`src/rtl/system_widths_pkg.sv`:
```
// ---------------------------------------------------------------------------
// system_widths_pkg
// Shared system-wide bus widths used as parameter defaults by the memory
// subsystem blocks.
// ---------------------------------------------------------------------------
package system_widths_pkg;
  localparam int ADDR_W = 16;
endpackage

```
`src/rtl/mem_port_arbiter.sv`:
```
// ---------------------------------------------------------------------------
// mem_port_arbiter
// Shares the single cache request/response port between NUM_REQ memory
// requesters with exactly one transaction outstanding at a time.
//
// - Arbitration is round-robin. The search starts just after the requester
//   that completed last.
// - The winner's request is latched into the cache_req_* registers and
//   presented to the cache until the cache accepts it.
// - The cache response is returned as a one-cycle resp_valid pulse to the
//   owning requester only.
//
// Ports:
//   clk, resetN          clock, asynchronous active-low reset
//   req_valid/req_ready  per-requester handshake; ready is combinational,
//                        one-hot or zero, and asserted only in IDLE
//   req_we/addr/wdata    per-requester request fields; packed buses, with
//                        requester i in slice i
//   resp_valid           one-cycle completion pulse to the owner
//   resp_data            registered load data, shared by all requesters
//   resp_err             response-timeout flag (MEM_ARB_TIMEOUT_EN only)
//   cache_req_*          latched request towards the cache
//   cache_resp_*         response from the cache
//
// Build option:
//   MEM_ARB_TIMEOUT_EN   adds a response watchdog of TIMEOUT_CYC cycles and
//                        the resp_err port. When it is undefined, WAIT_RESP
//                        waits for the response indefinitely.
// ---------------------------------------------------------------------------
module mem_port_arbiter #(
  parameter int NUM_REQ     = 4,
  parameter int ADDR_W      = system_widths_pkg::ADDR_W,
  parameter int DATA_W      = 8,
  parameter int TIMEOUT_CYC = 256
) (
  input  logic                      clk,
  input  logic                      resetN,
  input  logic [NUM_REQ-1:0]        req_valid,
  output logic [NUM_REQ-1:0]        req_ready,
  input  logic [NUM_REQ-1:0]        req_we,
  input  logic [NUM_REQ*ADDR_W-1:0] req_addr,
  input  logic [NUM_REQ*DATA_W-1:0] req_wdata,
  output logic [NUM_REQ-1:0]        resp_valid,
  output logic [DATA_W-1:0]         resp_data,
`ifdef MEM_ARB_TIMEOUT_EN
  output logic                      resp_err,
`endif
  output logic                      cache_req_valid,
  input  logic                      cache_req_ready,
  output logic                      cache_req_we,
  output logic [ADDR_W-1:0]         cache_req_addr,
  output logic [DATA_W-1:0]         cache_req_write,
  input  logic                      cache_resp_valid,
  input  logic [DATA_W-1:0]         cache_resp_data
);

  localparam int IDX_W = (NUM_REQ > 1) ? $clog2(NUM_REQ) : 1;

  typedef enum logic [1:0] {
    IDLE      = 2'b00,
    ISSUE     = 2'b01,
    WAIT_RESP = 2'b10
  } state_t;

  state_t               state_r;
  state_t               state_nxt_s;

  logic [IDX_W-1:0]     last_grant_r;
  logic [IDX_W-1:0]     owner_r;
  logic                 cache_req_valid_r;
  logic                 cache_req_we_r;
  logic [ADDR_W-1:0]    cache_req_addr_r;
  logic [DATA_W-1:0]    cache_req_write_r;
  logic [NUM_REQ-1:0]   resp_valid_r;
  logic [DATA_W-1:0]    resp_data_r;

  logic                 found_s;
  logic [IDX_W-1:0]     winner_s;
  logic [IDX_W:0]       scan_sum_s;
  logic [IDX_W-1:0]     scan_idx_s;
  logic                 sel_we_s;
  logic [ADDR_W-1:0]    sel_addr_s;
  logic [DATA_W-1:0]    sel_wdata_s;
  logic                 accept_s;
  logic                 complete_s;
  logic                 timeout_s;

  // Round-robin search: the first valid requester after last_grant_r,
  // wrapping modulo NUM_REQ. The sum needs one extra bit so that the wrap
  // subtraction works when NUM_REQ is not a power of two.
  always_comb begin
    found_s    = 1'b0;
    winner_s   = '0;
    scan_sum_s = '0;
    scan_idx_s = '0;
    for (int k = 1; k <= NUM_REQ; k++) begin
      scan_sum_s = {1'b0, last_grant_r} + (IDX_W+1)'(k);
      if (scan_sum_s >= (IDX_W+1)'(NUM_REQ)) begin
        scan_sum_s = scan_sum_s - (IDX_W+1)'(NUM_REQ);
      end else begin
        scan_sum_s = scan_sum_s;
      end
      scan_idx_s = scan_sum_s[IDX_W-1:0];
      if (!found_s && req_valid[scan_idx_s]) begin
        found_s  = 1'b1;
        winner_s = scan_idx_s;
      end else begin
        found_s  = found_s;
        winner_s = winner_s;
      end
    end
  end

  // Select the winner's request fields from the packed input buses.
  always_comb begin
    sel_we_s    = 1'b0;
    sel_addr_s  = '0;
    sel_wdata_s = '0;
    for (int i = 0; i < NUM_REQ; i++) begin
      if (winner_s == IDX_W'(i)) begin
        sel_we_s    = req_we[i];
        sel_addr_s  = req_addr[i*ADDR_W +: ADDR_W];
        sel_wdata_s = req_wdata[i*DATA_W +: DATA_W];
      end else begin
        sel_we_s    = sel_we_s;
        sel_addr_s  = sel_addr_s;
        sel_wdata_s = sel_wdata_s;
      end
    end
  end

  // The accept strobe is combinational, so a requester is granted in the
  // same cycle that it presents its request.
  always_comb begin
    req_ready = '0;
    if ((state_r == IDLE) && found_s) begin
      req_ready[winner_s] = 1'b1;
    end else begin
      req_ready = '0;
    end
  end

  assign accept_s   = (state_r == IDLE) && found_s;
  // A response that arrives while the request is still in ISSUE (including
  // in the accept cycle) is not looked at.
  assign complete_s = (state_r == WAIT_RESP) && cache_resp_valid;

`ifdef MEM_ARB_TIMEOUT_EN
  localparam int CNT_W = $clog2(TIMEOUT_CYC + 1);

  logic [CNT_W-1:0] timer_r;
  logic             resp_err_r;

  // The watchdog counter reads 0 on the first WAIT_RESP cycle and counts
  // every cycle spent there. Outside WAIT_RESP it is held at 0.
  always_ff @(posedge clk or negedge resetN) begin
    if (!resetN) begin
      timer_r <= '0;
    end else if (state_r == WAIT_RESP) begin
      timer_r <= timer_r + CNT_W'(1);
    end else begin
      timer_r <= '0;
    end
  end

  // If a response arrives on the limit cycle, it wins over the timeout.
  assign timeout_s = (state_r == WAIT_RESP) && !cache_resp_valid &&
                     (timer_r == CNT_W'(TIMEOUT_CYC - 1));

  // The error flag is a one-cycle pulse that accompanies the timeout
  // completion.
  always_ff @(posedge clk or negedge resetN) begin
    if (!resetN) begin
      resp_err_r <= 1'b0;
    end else begin
      resp_err_r <= timeout_s;
    end
  end

  assign resp_err = resp_err_r;
`else
  logic unused_timeout_s;

  assign timeout_s        = 1'b0;
  assign unused_timeout_s = (TIMEOUT_CYC > 0);
`endif

  // State register.
  always_ff @(posedge clk or negedge resetN) begin
    if (!resetN) begin
      state_r <= IDLE;
    end else begin
      state_r <= state_nxt_s;
    end
  end

  // Next-state logic. Any illegal encoding falls back to IDLE.
  always_comb begin
    state_nxt_s = state_r;
    case (state_r)
      IDLE: begin
        if (accept_s) begin
          state_nxt_s = ISSUE;
        end else begin
          state_nxt_s = IDLE;
        end
      end
      ISSUE: begin
        if (cache_req_ready) begin
          state_nxt_s = WAIT_RESP;
        end else begin
          state_nxt_s = ISSUE;
        end
      end
      WAIT_RESP: begin
        if (complete_s || timeout_s) begin
          state_nxt_s = IDLE;
        end else begin
          state_nxt_s = WAIT_RESP;
        end
      end
      default: begin
        state_nxt_s = IDLE;
      end
    endcase
  end

  // Request latch, cache handshake, response routing and arbitration
  // history.
  always_ff @(posedge clk or negedge resetN) begin
    if (!resetN) begin
      last_grant_r      <= IDX_W'(NUM_REQ - 1);
      owner_r           <= '0;
      cache_req_valid_r <= 1'b0;
      cache_req_we_r    <= 1'b0;
      cache_req_addr_r  <= '0;
      cache_req_write_r <= '0;
      resp_valid_r      <= '0;
      resp_data_r       <= '0;
    end else begin
      resp_valid_r <= '0;
      if (accept_s) begin
        cache_req_valid_r <= 1'b1;
        cache_req_we_r    <= sel_we_s;
        cache_req_addr_r  <= sel_addr_s;
        cache_req_write_r <= sel_wdata_s;
        owner_r           <= winner_s;
      end else if ((state_r == ISSUE) && cache_req_ready) begin
        cache_req_valid_r <= 1'b0;
      end else begin
        cache_req_valid_r <= cache_req_valid_r;
      end
      if (complete_s) begin
        resp_valid_r[owner_r] <= 1'b1;
        last_grant_r          <= owner_r;
        // Stores return no data, so the last load value is kept.
        if (!cache_req_we_r) begin
          resp_data_r <= cache_resp_data;
        end else begin
          resp_data_r <= resp_data_r;
        end
      end else if (timeout_s) begin
        resp_valid_r[owner_r] <= 1'b1;
        last_grant_r          <= owner_r;
      end else begin
        last_grant_r <= last_grant_r;
      end
    end
  end

  assign cache_req_valid = cache_req_valid_r;
  assign cache_req_we    = cache_req_we_r;
  assign cache_req_addr  = cache_req_addr_r;
  assign cache_req_write = cache_req_write_r;
  assign resp_valid      = resp_valid_r;
  assign resp_data       = resp_data_r;

endmodule
```
`config.mk`:
```
export PLATFORM = sky130hd
export DESIGN_NAME = mem_port_arbiter
export DESIGN_NICKNAME = d
export VERILOG_FILES = /design/src/rtl/system_widths_pkg.sv /design/src/rtl/mem_port_arbiter.sv
export SDC_FILE = /design/constraint.sdc
export NUM_CORES = 1
export LEC_CHECK = 0
export CAP_MARGIN = 20
export CORE_ASPECT_RATIO = 1.25
export CORE_UTILIZATION = 40
export CTS_CLUSTER_DIAMETER = 60
export DETAILED_ROUTE_END_ITERATION = 7
export PLACE_DENSITY = 0.92
export SLEW_MARGIN = 15
export SYNTH_ARGS = -nofsm -noshare
export SYNTH_HDL_FRONTEND = slang
export SYNTH_SLANG_ARGS = --single-unit
```
`constraint.sdc`:
```
create_clock -name clk -period 4.3 [get_ports clk]
set_clock_uncertainty 0.05 [all_clocks]
set_input_delay 0.86 -clock clk [delete_from_list [all_inputs] [get_ports clk]]
set_output_delay 0.86 -clock clk [all_outputs]
set_load 0.02 [all_outputs]
```
==> impl.org, run 1 <==
** STA
- In the finished design, the share of the clock period the worst path needs comes to 87.8%.
- Normalized max-slew margin :: 35.7%
- Fin crit period :: 3780 ps
- Derived from the worst setup path, the maximum achievable clock frequency is 265 MHz.
- For the pin with the worst max-slew slack, the measured transition is 964 ps.
- Final worst hold slack :: 440 ps
- Setup violations remaining at the end of the flow were counted as 0.
- Across all setup checks in the final design, the least slack found is 523 ps.
- In the final timing run, aggregate negative setup slack is 0 ps.
- Setup repair after global routing left no endpoint under its margin.
- Final hold vios :: 0
- The final count of pins violating max slew came to 0.

** Clocking
- The number of setup buffers added after CTS is 0.
- The clock tree synthesis step divided the H-tree into 2 levels.
- Post-CTS Hold Buffers :: 0
- Buffer cell driving the clock tree root :: sky130_fd_sc_hd__clkbuf_8
- At the later pin of the worst-skew pair, clock insertion delay measures 290 ps.
- Gates resized during post-CTS repair numbered 0.
- TritonCTS clock tree :: yes
- Buffers inserted during clock tree synthesis total 5.
- The clock drives 44 sinks.
- The longest clock path from root to sink contains 2 buffers.
- Clock-pin slew was measured on the worst setup and hold paths at 80 ps.

** Power
- Post-layout power :: 2.52 mW
- Internal power comes to 1.48 mW.
- Static Leak :: 1.78 nW
- The worst-case IR drop observed on VDD is 0.000345 V.
- Share of power burned in combinational logic :: 59.8%
- Sequential cell fraction of total power :: 29.7%
- Summed over all nets, the switching power comes to 1.04 mW.
- Net switching is 41.1% of the power.
- For this design the ratio of total power to cell area is 589 nW/µm².
- Clock share of power :: 10.4%

** Global routing
- After global routing the overflow that remains totals 0.
- Antenna violations before repair :: 0
- Across every metal layer, demand over resource in global routing totals 21.2%.
- The number of global-route vias before repair came to 2436.
- First-pass GRT wire length :: 11100 µm
- Maximum number of pins on one net before global-route repair :: 45

** Floorplanning
- Standard-cell rows :: 32
- Die outline height :: 91.9 µm
- Die outline width :: 74.0 µm
- Starting density of the core :: 41.7%
- DIE AREA :: 6800 µm²
- Core area :: 6210 µm²
- Pin placement for this block handled 158 I/O pins.

** Synth
- Yosys mapped a number of flops with a built-in enable equal to 0.
- Of the total synthesized cell area, the portion taken by full adders, half adders and majority gates is 0%.
- By count the netlist is led by sky130_fd_sc_hd__mux2i_1 (51), sky130_fd_sc_hd__dfrtp_1 (42), sky130_fd_sc_hd__nand2_1 (34).
- Most common flop cell mapped by yosys :: sky130_fd_sc_hd__dfrtp_1
- After synthesis, the largest area contributor takes up 40.6% of total cell area.
- The mapped netlist covers 2590 µm².
- Most used standard cell by instance count after synthesis :: sky130_fd_sc_hd__mux2i_1
- The synthesized design spends more area on one cell type than any other, namely sky130_fd_sc_hd__dfrtp_1.
- The number of nets in the synthesized netlist is 332.
- Leading post-synthesis cells by cell area :: sky130_fd_sc_hd__dfrtp_1 (41%), sky130_fd_sc_hd__mux2i_1 (20%), sky130_fd_sc_hd__o221ai_2 (9.9%)
- Sequential cell area fraction in the yosys report :: 42.6%
- Share of the synthesized area in compound gates (AO/OA/AOI/OAI) :: 17.0%
- Proportion of synthesized area in mux cells :: 23.2%
- Post-synthesis cell count :: 216
- Cell variety after synth :: 37
- In this run, synthesis produced a sequential element count of 44.
- In this run the mean area of a mapped cell was 12.0 µm².
- Combinational family with the most area after synthesis :: multiplexers
- Of the total synthesized cell area, the portion taken by XOR and XNOR cells is 0%.
- During synthesis, Yosys emitted a total of 0 warnings.
- Post-Synth Simple-Gate Area :: 10.9%
- After synthesis, the share of flip-flops with an asynchronous set or reset is 100%.

** Setup path
- Category of the critical setup timing path :: input port to primary output
- STA classifies the critical path startpoint as an input port.
- Measured in cells, the most critical reg-to-reg path has a length of 5.
- Largest stage delay, worst path :: 630 ps
- Reg-to-reg critical path startpoint :: last_grant_r[1]
- Data on the critical path is required at its endpoint by 3390 ps.
- Together, buffers and inverters on the worst path number 2.
- The slowest stage of the critical path is the sky130_fd_sc_hd__clkdlybuf4s50_1 cell.
- Traced cell by cell, the critical path runs through clkdlybuf4s50_1 -> nor4_2 -> nor3_2 -> nand2_1 -> nor3_1 -> clkdlybuf4s50_1.
- Peak fanout along the critical path :: 5
- STA puts the critical path data arrival time at 2870 ps.
- The worst setup path is captured at a primary output.
- Tracing the worst setup path back leads to its startpoint at req_valid[3].
- Cell type group with the largest total delay on the critical path :: buffers and inverters
- In this design, the critical path's most frequently occurring cell is sky130_fd_sc_hd__clkdlybuf4s50_1.
- Number of gates on the worst path with buffers counted :: 6

** Job
- Max-cap violations in this run came to 0.

** Layout
- The sequential cells in the finished layout cover a total of 1100 µm².
- Layout Cells excl Fill :: 456
- Final antenna diode count :: 0
- In the final layout, the multi-input gates occupy 1340 µm².
- Synth-to-layout area growth :: 65.0%
- In the final design database the tool counted 486 nets.
- In the final layout, the share of cells above drive strength 1 is 13.5%.
- Non-Filler Cell Area, Final :: 4270 µm²
- Fill count :: 473
- Fin util :: 68.8%

** Run status
- Status :: complete, no violations

** Drt
- The final route contains 2389 vias.
- Total detailed-routing wirelength :: 7370 µm
- After detailed routing, the number of vias per cell comes to 5.24.
- Pre-antenna DRT Iters :: 4
- Number of remaining DRC errors :: 0
- Final ANT Viol Nets :: 0
- After detailed routing, the average wire length per cell comes to 16.2 µm.
- Number of DRC markers in iteration 0 :: 47

** Hold path
- Number of cells on the worst hold path :: 2
- Worst hold path startpoint :: cache_req_addr[5]
- The min-delay analysis places its worst path in the category flip-flop to flip-flop.

** Placed design
- Number of I/O port buffers :: 157
- HPWL Detailed :: 5620 µm
- Timing analysis after detailed placement gives a worst setup slack of 539 ps.
- Last weighted congestion value of the routability-driven placer :: 0.783
- Dpl cell area :: 4150 µm²
- Once placement completed, the tool counted placed cells totaling 447.
## worst paths after layout
check | slack [ps] | to
worst max register to register | 2220 | cache_req_addr[15]
worst min register to register | 440 | cache_req_addr[5]
min in group asynchronous | 500 | cache_req_valid
worst min-delay path | 440 | cache_req_addr[5]
worst max-delay path | 520 | req_ready[2]
max in group asynchronous | 3190 | cache_req_addr[5]
## cells in the final DEF, fill, tap and decap left out, drive strengths merged, types with 2 or more instances in the layout
cell type      count
nand2             34
nand2b             2
mux2               8
buf                6
nand3b             2
clkbuf             6
a21oi              2
inv                2
o21ai              3
nor2b              2
clkdlybuf4s50    156
dfstp              2
o221ai            25
nor2               8
clkinv             2
mux2i             51
nor3               3
dfrtp             42
## kinds of logic after synthesis
kind of cell	count (synthesis)
buffers and inverters	17
DFF	44
AOI/OAI and AO/OA	39
and+or+nand+nor	57
muxes	59
## power by group through the flow
stage / sequential (mW) / combinational [mW] / clock (mW)
detailed placement: 0.753 / 1.52 / 0
global route: 0.773 / 1.61 / 0.285
CTS: 0.747 / 1.52 / 0.273
global placement: 0.737 / 1.49 / 0
floorplan: 0.922 / 0.805 / 0
finish: 0.749 / 1.51 / 0.262
## per-layer routing
| layer | up-vias | routed length [µm] | GRT usage (%) |
|---|---|---|---|
| met3 | 15 | 514 | 5.16 |
| met5 | - | 0 | 0 |
| met4 | 0 | 125 | 6.73 |
| met1 | 1168 | 2740 | 22.5 |
| met2 | 92 | 4000 | 39.7 |
| li1 | 1114 | - | - |
## layout make-up
cell class | instances | area share (%)
Clock inverter | 2 | 0.234
Multi-Input combinational cell | 155 | 31.3
Inverter | 2 | 0.176
Timing Repair Buffer | 162 | 38.0
Tap cell | 85 | 2.49
Sequential cell | 44 | 25.8
Clock buffer | 6 | 1.93
## flip-flops by register name, indices dropped and copies added, names as in the netlist
register         count
cache_req_addr      16
cache_req_valid      1
cache_req_we         1
cache_req_write      8
last_grant_r         2
owner_r              2
resp_data            8
resp_valid           4
state_r              2
## tightest hold or removal path, cell delays in order (launching register included)
cell                       delay (ps)
sky130_fd_sc_hd__dfrtp_1          340
sky130_fd_sc_hd__nand2_1           60
sky130_fd_sc_hd__o221ai_2          50
No activity file was read; power rests on OpenSTA's default activity.
==> run 2, diff against run 1 <==
TNS_END_PERCENT = 1   (was unset)
==> results of run 2 <==
No change in the layout: final DEF, timing and power equal those of run 1.
==> run 3, diff against run 2 <==
CAP_MARGIN = 25   (was 20)
REMOVE_ABC_BUFFERS = 1   (was unset)
==> run 3 against run 2 <==
Setup slack got worse by 22 ps. Core utilization increased by 0.24 points. Wire length decreased by 1.3%. Clock power increased by 21%. Via count decreased by 0.80%. Flip-flop and latch count unchanged. Clock-buffer cell count unchanged. Design area increased by 0.35%. Global-route usage increased by 0.50 points. Final cell count unchanged. Maximum frequency decreased by 0.58%. Power increased by 2.0%. Critical endpoint is now req_ready[0]. Highest routed layer unchanged.
==> impl.org, run 3 (synthesis results as in run 1) <==
** Power
- The analysis attributes to cell leakage a power of 1.79 nW.
- The worst-case IR drop observed on VDD is 0.000573 V.
- Overall power consumption after layout is estimated at 2.57 mW.
- Power spread over the standard cell area amounts to 599 nW/µm².

** Setup path
- On the worst path, the slowest cell contributes a delay of 670 ps.
- Crit-path slowest cell :: sky130_fd_sc_hd__clkdlybuf4s50_1
- The worst setup path is of the input port to primary output kind.
- The worst setup path is captured at a primary output.
- STA classifies the critical path startpoint as an input port.
- R2r worst-path depth :: 5
- Critical path's most frequent cell :: sky130_fd_sc_hd__clkdlybuf4s50_1
- Ordered list of cells on the worst path :: clkdlybuf4s50_1 -> nor4_2 -> nor3_2 -> nand3_4 -> nor2_1 -> clkdlybuf4s50_1
- Along the worst path, the maximum fanout reaches 5.
- Worst path required time :: 3390 ps
- Data on the critical path arrives at its endpoint at 2890 ps.

** STA
- Max Fclk :: 263 MHz
- Final worst hold slack :: 440 ps
- The worst pin sits at a relative slew slack of 33.5%.
- Transition at the pin with the smallest max-transition slack :: 998 ps
- The worst path in the final design needs a cycle of 3800 ps, including I/O delays and setup.
- Setup repair after global routing left no endpoint under its margin.
- Pins over their slew limit :: 0
- Setup violations remaining at the end of the flow were counted as 0.
- The final critical path takes up 88.3% of the cycle.
- Final hold vios :: 0
- Across all setup checks in the final design, the least slack found is 501 ps.

** Drt
- Detail-routed net length per standard cell :: 16.0 µm
- Via density :: 5.20
- Summed over all layers, the routed wires come to 7280 µm.
- In this run the remaining antenna-violating nets after routing total 0.
- For this run, design rule violations remaining after detail routing come to 0.
- The routed layout has 2370 vias.
- The detailed router finished its first iteration with 46 violations.
- Pre-antenna DRT Iters :: 4

** Clocking
- TritonCTS built the clock tree.
- No sink is reached through more buffers than the 2 on the longest clock path.
- For the worst-skew pair, the clock arrives at the later sink with an insertion delay of 290 ps.
- The tree is rooted in a sky130_fd_sc_hd__clkbuf_8.
- Post-CTS setup buffer count :: 0
- TritonCTS created 5 clock buffers.
- Clock sink count :: 44
- Clk slew on worst S/H paths :: 80 ps
- Post-CTS Hold Buffers :: 0
- Total number of H-tree levels :: 2
- In this run, post-CTS repair resized a total of 0 instances.

** Layout
- Multi-input logic area :: 1340 µm²
- Flip-flop count of the largest register, all copies and words added :: 16
- In the layout the commonest cells are sky130_fd_sc_hd__clkdlybuf4s50_1 (156), sky130_fd_sc_hd__mux2i_1 (51), sky130_fd_sc_hd__dfrtp_1 (42).
- Register area :: 1100 µm²
- Cells with a size suffix above 1 make up 13.2% of the layout.
- Final antenna diode count :: 0
- The filler cells instantiated in the layout total 461.
- Synth-to-layout area growth :: 65.6%
- Most common cell after layout, fill and taps aside :: sky130_fd_sc_hd__clkdlybuf4s50_1
- The final layout contains 486 nets.

** Global routing
- The initial antenna violation count came to 0.
- Total congestion overflow :: 0
- First-pass GRT wire length :: 11200 µm
- Entering global routing, the biggest net connects 45 pins.
- The number of global-route vias before repair was 2508.
- Overall fraction of global-route tracks in use :: 21.7%

** Floorplanning
- The floorplan step defined a die boundary enclosing 6800 µm².
- Die outline height :: 91.9 µm
- Core area :: 6210 µm²
- Standard-cell rows :: 32
- Die outline width :: 74.0 µm
- Starting density of the core :: 41.7%
- 158 I/O pins were placed.

** Placed design
- Number of I/O port buffers :: 157
- Timing analysis after detailed placement gives a worst setup slack of 531 ps.
- Once detailed placement completed, the half-perimeter wirelength came to 5510 µm.
- At the end of routability-driven placement, the weighted congestion stood at 0.783.

** Job
- The tool flagged a number of max-cap violations equal to 0.

** Hold path
- Number of cells on the worst hold path :: 2
- Class of the tightest hold or removal check :: flip-flop to flip-flop

** Run status
- Status :: complete, no violations
==> run 3: area by class of cell <==
cell class              count  share of cell area, %
repair buffers            162                   37.9
clock buffers               6                   1.69
clock inverters             2                  0.817
well taps                  85                   2.48
inverters                   2                  0.175
multi-input cells         155                   31.2
flip-flops and latches     44                   25.7
==> run 3: per-stage QoR <==
| stage | instances | setup TNS, ps | instance area [µm²] | utilization, % |
|---|---|---|---|---|
| 2_1_floorplan | 201 | -48130 | 2430 | - |
| 3_3_place_gp | 447 | 0 | 4150 | 66.9 |
| 3_5_place_dp | 447 | 0 | 4150 | 66.9 |
| 4_1_cts | 455 | 0 | 4260 | 68.6 |
| 5_1_grt | 456 | 0 | 4290 | 69.1 |
| 6_report | 456 | 0 | 4290 | 69.1 |
==> run 3: critical path, delay by kind of cell <==
kind	cells	cell delay, ps
buf+inv	2	1230
simple gates	4	790
==> run 3: worst paths after layout <==
kind / slack, ps / to / startpoint
setup / recovery: 500 / req_ready[0] / req_valid[3]
hold / removal: 440 / cache_req_addr[3] / cache_req_addr[3]
setup reg to reg: 2220 / cache_req_addr[13] / last_grant_r[1]
hold reg to reg: 440 / cache_req_addr[3] / cache_req_addr[3]
max in group asynchronous: 3130 / cache_req_write[5] / resetN
min in group asynchronous: 530 / state_r[1] / resetN
==> run 3: power breakdown <==
part | switching, mW | internal (mW)
clock | 0.143 | 0.173
sequential | 0.130 | 0.612
combinational | 0.768 | 0.740
==> run 3: routing by layer <==
layer	wire (µm)	vias up	GRT usage [%]
met1	2670	1143	22.9
li1	-	1112	-
met3	604	8	6.37
met5	0	-	0
met4	112	0	6.89
met2	3900	107	40.1
